### config.mk
export PLATFORM = sky130hd
export DESIGN_NAME = calc_core
export DESIGN_NICKNAME = d
export VERILOG_FILES = /design/src/rtl/calc_core.sv
export SDC_FILE = /design/constraint.sdc
export NUM_CORES = 1
export LEC_CHECK = 0
export CORE_ASPECT_RATIO = 2
export CORE_MARGIN = 5
export CORE_UTILIZATION = 57
export DETAILED_ROUTE_END_ITERATION = 6
export GPL_ROUTABILITY_DRIVEN = 0
export GPL_TIMING_DRIVEN = 0
export PLACE_DENSITY = 0.77
export SYNTH_ARGS = -nofsm -noshare
export SYNTH_HDL_FRONTEND = slang
export SYNTH_SLANG_ARGS = --single-unit
### constraint.sdc
create_clock -name clk -period 3.5 [get_ports clk]
set_input_delay 0.525 -clock clk [delete_from_list [all_inputs] [get_ports clk]]
set_output_delay 0.525 -clock clk [all_outputs]
set_load 0.05 [all_outputs]
### src/rtl/calc_core.sv
// Keypad calculator arithmetic core: operand capture, radix-2 Booth multiplier and
// double-dabble binary-to-BCD display conversion. Define CALC_CORE_SIGNED_EN for two's-complement operation.
module calc_core #(
  parameter int W      = 8,
  parameter int DIGITS = 5
) (
  input  logic                clk,
  input  logic                rst,
  input  logic                a_valid,
  input  logic [W-1:0]        a_in,
  input  logic                b_valid,
  input  logic [W-1:0]        b_in,
  input  logic                clear,
  output logic                busy,
  output logic                done,
  output logic [2*W-1:0]      product,
  output logic [4*DIGITS-1:0] bcd,
  output logic                neg,
  output logic                bcd_valid,
  output logic [1:0]          sel
);

`ifdef CALC_CORE_SIGNED_EN
  localparam int IT = W;
`else
  localparam int IT = W + 1;
`endif
  localparam int PW = IT + 1;         // partial-product width, one guard bit for -(most negative)
  localparam int AW = PW + IT + 1;    // {partial, multiplier, booth lookbehind bit}
  localparam int BW = 4 * DIGITS;
  localparam int SW = BW + 2 * W;     // double-dabble scratch: {digits, binary}
  localparam int CW = $clog2(2 * W);
  localparam logic [1:0] SEL_A = 2'b01;
  localparam logic [1:0] SEL_P = 2'b11;

  typedef enum logic [1:0] {IDLE = 2'd0, MUL = 2'd1, CONV = 2'd2} state_t;

  state_t         state, state_n;
  logic [W-1:0]   a_reg, b_reg;
  logic [AW-1:0]  acc, acc_step;
  logic [PW-1:0]  m_ext, p_cur, p_sum;
  logic [IT-1:0]  q_ext;
  logic [SW-1:0]  sreg, sreg_step;
  logic [CW-1:0]  cnt;
  logic           load;
  logic [1:0]     conv_sel;
  logic           conv_neg;
  logic [2*W-1:0] product_n;
  logic [2*W:0]   prod_mag, a_mag;
  logic           start_a, start_mul, mul_last, conv_last;

  // Returns {negative, magnitude} of a 2W-bit value.
  function automatic logic [2*W:0] to_mag(input logic [2*W-1:0] v);
`ifdef CALC_CORE_SIGNED_EN
    if (v[2*W-1]) return {1'b1, -v};
    return {1'b0, v};
`else
    return {1'b0, v};
`endif
  endfunction

  function automatic logic [2*W-1:0] ext_a(input logic [W-1:0] v);
`ifdef CALC_CORE_SIGNED_EN
    return {{W{v[W-1]}}, v};
`else
    return {{W{1'b0}}, v};
`endif
  endfunction

  // One double-dabble step: add 3 to every digit >= 5, then shift left.
  function automatic logic [SW-1:0] dabble(input logic [SW-1:0] s);
    logic [SW-1:0] t;
    t = s;
    for (int i = 0; i < DIGITS; i++) begin
      if (t[2*W+4*i +: 4] >= 4'd5) t[2*W+4*i +: 4] = t[2*W+4*i +: 4] + 4'd3;
    end
    return {t[SW-2:0], 1'b0};
  endfunction

`ifdef CALC_CORE_SIGNED_EN
  assign m_ext = {a_reg[W-1], a_reg};
  assign q_ext = b_reg;
`else
  assign m_ext = {2'b00, a_reg};
  assign q_ext = {1'b0, b_reg};
`endif

  assign busy = (state != IDLE);

  // NOTE: every always_comb output gets a default first so no path leaves it unassigned (no latch).
  always_comb begin
    p_cur     = acc[AW-1:IT+1];
    p_sum     = p_cur;
    case (acc[1:0])
      2'b01:   p_sum = p_cur + m_ext;
      2'b10:   p_sum = p_cur - m_ext;
      default: p_sum = p_cur;
    endcase
    acc_step  = {p_sum[PW-1], p_sum, acc[IT:1]};
    product_n = acc_step[2*W:1];
    prod_mag  = to_mag(product_n);
    a_mag     = to_mag(ext_a(a_reg));
    sreg_step = dabble(sreg);
  end

  always_comb begin
    state_n   = state;
    start_mul = (state == IDLE) && b_valid;
    start_a   = (state == IDLE) && a_valid && !b_valid;
    mul_last  = (state == MUL)  && !load && (cnt == CW'(IT - 1));
    conv_last = (state == CONV) && !load && (cnt == CW'(2 * W - 1));
    case (state)
      IDLE:    if (start_mul) state_n = MUL;
               else if (start_a) state_n = CONV;
      MUL:     if (mul_last) state_n = CONV;
      CONV:    if (conv_last) state_n = IDLE;
      default: state_n = IDLE;
    endcase
  end

  // NOTE: sequential state uses non-blocking assignments only, so every register sees pre-edge values.
  always_ff @(posedge clk) begin
    if (rst || clear) state <= IDLE;
    else              state <= state_n;
  end

  always_ff @(posedge clk) begin
    if (rst || clear) begin
      a_reg     <= '0;
      b_reg     <= '0;
      acc       <= '0;
      sreg      <= '0;
      cnt       <= '0;
      load      <= 1'b0;
      conv_sel  <= 2'b00;
      conv_neg  <= 1'b0;
      done      <= 1'b0;
      product   <= '0;
      bcd       <= '0;
      neg       <= 1'b0;
      bcd_valid <= 1'b0;
      sel       <= 2'b00;
    end else begin
      done <= 1'b0;
      case (state)
        IDLE: begin
          if (start_mul) begin
            if (a_valid) a_reg <= a_in;
            b_reg     <= b_in;
            load      <= 1'b1;
            bcd_valid <= 1'b0;
          end else if (start_a) begin
            a_reg     <= a_in;
            load      <= 1'b1;
            conv_sel  <= SEL_A;
            bcd_valid <= 1'b0;
          end
        end
        MUL: begin
          if (load) begin
            acc  <= {{PW{1'b0}}, q_ext, 1'b0};
            cnt  <= '0;
            load <= 1'b0;
          end else begin
            acc <= acc_step;
            cnt <= cnt + 1'b1;
            if (mul_last) begin
              // Product goes straight into the converter; no load cycle on this path.
              product  <= product_n;
              done     <= 1'b1;
              conv_sel <= SEL_P;
              conv_neg <= prod_mag[2*W];
              sreg     <= {{BW{1'b0}}, prod_mag[2*W-1:0]};
              cnt      <= '0;
            end
          end
        end
        CONV: begin
          if (load) begin
            conv_neg <= a_mag[2*W];
            sreg     <= {{BW{1'b0}}, a_mag[2*W-1:0]};
            cnt      <= '0;
            load     <= 1'b0;
          end else begin
            sreg <= sreg_step;
            cnt  <= cnt + 1'b1;
            if (conv_last) begin
              bcd       <= sreg_step[SW-1:2*W];
              sel       <= conv_sel;
              neg       <= conv_neg;
              bcd_valid <= 1'b1;
            end
          end
        end
        default: ;
      endcase
    end
  end

endmodule

## Word level (Yosys, flattened, before mapping)

Index checks and enable logic that the tools add are counted.

- Bitwise gates (word level): 2
- Multiplexer cells: 41
- Reduce and logical (&&, ||, !) cells: 29
- $lt $le $gt $ge: 5
- Equal/unequal tests: 15
- Add/subtract/negate cells: 8

Operators by type and width:

| kind | number |
|---|---|
| $mux 36 | 3 |
| $pmux 36 s2 | 1 |
| $mux 4 | 7 |
| $mux 8 | 3 |
| $ge 4x3->1 const B | 5 |
| $mux 20 | 1 |
| $pmux 10 s2 | 1 |
| $add 4x2->4 const B | 4 |
| $mux 2 | 8 |
| $ne 2x2->1 const B | 8 |
| $reduce_and 3->1 | 5 |
| $reduce_bool 2->1 | 6 |
| $add 10x8->10 | 1 |
| $mux 1 | 10 |
| $sub 10x8->10 | 1 |
| $eq 4x4->1 const B | 2 |
| $pmux 4 s2 | 1 |
| $reduce_and 4->1 | 2 |
| $logic_and 1x1->1 | 7 |
| $pmux 1 s2 | 3 |
| $pmux 2 s3 | 1 |
| $reduce_and 5->1 | 1 |
| $add 4x1->4 const B | 1 |
| $eq 2x1->1 const B | 2 |
| other kinds (12) | 16 |

- Logic and storage cells: 115
- Flip-flop bits (word level): 123
- Input bits: 21
- Output and inout port bits: 42

## Depth between registers and ports, before layout

- Depth after elaboration: 6
- Depth in mapped cells: 13

## Worst setup path before layout

OpenSTA, ideal clock, no wires.

- Path type: register to register
- From: reg a_reg[0]
- To: reg acc[18]
- Arrival: 2586 ps
- Path buffers: 0
- Setup slack: 844 ps
- Cell stages (with the launch flop): 12
- Cells stage by stage: dfxtp_1 inv_1 ha_1 mux2_2 inv_1 ha_1 nor2b_1 o2111ai_1 a21oi_1 or3_4 a2111oi_4 o21bai_1

- Longest elaborated chain between the ends: 3
- Elaborated cells on any way between the ends: 4

Ends and longest elaborated chain:

| what | RTL line | text |
|---|---|---|
| start, declared | 39 | `logic [W-1:0] a_reg, b_reg;` |
| start signal, assigned | 148 | `if (a_valid) a_reg <= a_in;` |
| start signal, assigned | 153 | `a_reg <= a_in;` |
| $sub 10x8->10 / $add 10x8->10 (equally long branches) | 96, 95 |  |
| $pmux 10 s2 (*) | 94 | `case (acc[1:0])` |
| $mux 20 (*) | 160 | `if (load) begin` |
| end signal, assigned | 161 | `acc <= {{PW{1'b0}}, q_ext, 1'b0};` |
| end signal, assigned | 165 | `acc <= acc_step;` |
| end, declared | 40 | `logic [AW-1:0] acc, acc_step;` |

Mark *: on every way between the ends. The rest lies on a longest branch, timed or not.
A chain may end at the register's enable or synchronous reset.

## Worst setup path in the final report

Same ends and word-level chain as after synthesis.

==> flow_summary.yaml <==
outcome:
  outcome: "complete, but fails checks"
  violations: "design-rule violations"
drt:
  drtAntennaViolNets: 0
  drt-met1-wl_um: 6040
  dr.pass1.iters: 7
  vias: 5747
  maxUsedRoutingLayer: "met4"
  wire_per_inst_um: 18.9
  first_iter_violations: 500
  wl_met3_um: 903
  dr_wl_met2_um: 9770
  drt-total-wl_um: 18000
  drc_errors: 1
  viasPerCell: 6.04
yosys:
  syn_area_um2: 5870
  synth_seq_cells: 120
  yosys-top-cells-area: "dfxtp_1 41%, a21oi_1 7.5%, nand2_1 7.3%"
  synthArstFlopShare: 0
  synth_commonest_cells: "120 x dfxtp_1, 115 x nand2_1, 88 x a21oi_1, 66 x nor2_1, 34 x o21ai_0"
  seq_area_frac_synth: 0.409
  syn_inst: 725
  synth_top_area_cell: "dfxtp_1"
  post_synth_num_cell_types: 56
  yosysMostFrequentCell: "dfxtp_1"
  yosys_most_used_dff: "dfxtp_1"
  synth-edff-count: 0
  synth_top_area_frac: 0.409
  yosys_warnings: 0
  synth.avg_cell_area_um2: 8.10
  synth_nets: 773
global_routing:
  grt_pass1_wl_um: 28600
  overflow: 0
  grt_pass1_vias: 5786
  grt_use_total: 0.300
  antenna_found_initial: 0
  grt_max_degree: 17
die:
  placeableCoreArea_um2: 10100
  die_height_um: 154
  rows: 52
  ios: 63
  start_util: 0.582
  die_area_um2: 12600
  die_x_um: 81.8
power:
  irDropWorstVdd_mv: 0.428
  powerDensity_nw_per_um2: 481
  power.leakage_nw: 2.52
sta:
  max_slew_margin: 0.496
  period_minus_slack_ps: 3040
  max_freq_ghz: 0.328
  hold_viol: 0
  period_share: 0.870
  setup_tns_ps: 0
  layout_setup_ws_ps: 455
  clock_skew_ps: 6.82
  setup_violations: 0
  slew_violations: 0
  rsz0062_at_grt: "no"
  tightest_slew_ps: 757
setup_path:
  slowest_delay_ps: 390
  crit_family: "simple AND/OR/NAND/NOR gates"
  crit_path_end_kind: "flip-flop"
  critical_path.cell_chain: "inv_1, ha_1, nand2_1, nor3_1, nor2_1, xnor2_1, ha_1, a21o_1, nand3_1, nand2_1, or3_4, a2111oi_4, o21bai_1"
  path_class: "flip-flop to flip-flop"
  crit_fanout: 8
  required_ps: 3840
  slowest_stage: "dfxtp_1"
  crit_buf_inv: 1
  worstSetupStartpointType: "flip-flop"
  critPathArrivalTime_ps: 3390
flow_run:
  drv_cap: 0
cts:
  numCtsBuffers: 17
  cts_resized: 0
  htree_levels: 4
  insertion_delay_ps: 410
  cts_tree: "built"
  clockBufferDepth: 2
  root_buffer: "clkbuf_16"
  cts_hold_buf: 0
  cts.sinks: 120
  clk_pin_slew_ps: 60
  postCtsSetupRepairBufs: 0
final_layout:
  num-nets-final: 853
  largest_reg_flops: 36
  reg_top3: "sreg: 36 flops, bcd: 20 flops, acc: 19 flops"
  fin_util: 0.718
  antenna_cells: 0
  stdcell_count: 952
  drive_above_1_share: 0.0710
  syn2layout_area_growth_pct: 23.2
  final_cell_area_um2: 7240
  largest_register: "sreg"
hold_path:
  hold_class: "flip-flop to flip-flop"
place:
  pre_cts_slack_ps: 499
  io_buffers: 61
  placed_area_um2: 6650
  hpwl_um: 13300
  placedCellCount: 921
worst paths after layout:
kind         slack, ps  cells after the start      from  endpoint
max                460                     13  a_reg[0]   acc[18]
min                450                      2  b_reg[3]  b_reg[3]
max reg2reg        460                     13  a_reg[0]   acc[18]
min reg2reg        450                      2  b_reg[3]  b_reg[3]
cell families (layout without fill, tap and decap cells):
logic type | after synthesis | count (layout) | share of synthesized area
compound gates | 204 | 204 | 0.216
xor+xnor | 12 | 12 | 0.0179
fa+ha+maj | 27 | 27 | 0.0588
buf+inv | 75 | 167 | 0.0556
flops | 120 | 120 | 0.409
mux | 24 | 24 | 0.0411
other cells | 1 | 1 | 0.000639
simple gates | 262 | 262 | 0.201
final cells by class:
class                           instances  area (um^2)
Buffer                                 46          218
Clock buffer                           24          492
Clock inverter                          7         92.6
Fill cell                             788         2850
Inverter                               29          109
Multi-Input combinational cell        530         3140
Sequential cell                       120         2400
Tap cell                              135          169
Timing Repair Buffer                   61          611
report_power, final:
part | total [mW] | internal, mW | switching [mW]
clock | 1.73 | 1.12 | 0.613
combinational | 0.349 | 0.127 | 0.222
sequential | 1.40 | 1.38 | 0.0168
total | 3.48 | 2.63 | 0.852
per-stage QoR:
stage	hold slack, ps	power, mW
2_1_floorplan	431	1.65
3_3_place_gp	437	1.76
3_5_place_dp	445	1.77
4_1_cts	452	3.47
5_1_grt	468	3.58
6_report	454	3.48
layer usage:
layer | vias up | global-route usage
li1 | 2689 | -
met1 | 2723 | 0.289
met2 | 254 | 0.530
met3 | 81 | 0.0708
met4 | 0 | 0.215
met5 | - | 0
cells in the final DEF, fill, tap and decap left out, types with 21 or more instances in the layout:
cell type / instances
dfxtp_1: 120
nand2_1: 115
a21oi_1: 88
nor2_1: 66
clkdlybuf4s50_1: 61
o21ai_0: 34
clkbuf_1: 28
inv_1: 27
ha_1: 26
mux2i_1: 23
nand3_1: 21
worst reg2reg max path, cell delays in order, from the launching register on:
cell and delay, ps:
dfxtp_1 390, inv_1 90, ha_1 180, nand2_1 80
nor3_1 170, nor2_1 80, xnor2_1 360, ha_1 380
a21o_1 210, nand3_1 90, nand2_1 70, or3_4 390
a2111oi_4 340, o21bai_1 150
Note: power is estimated with default switching activity, not from simulation.
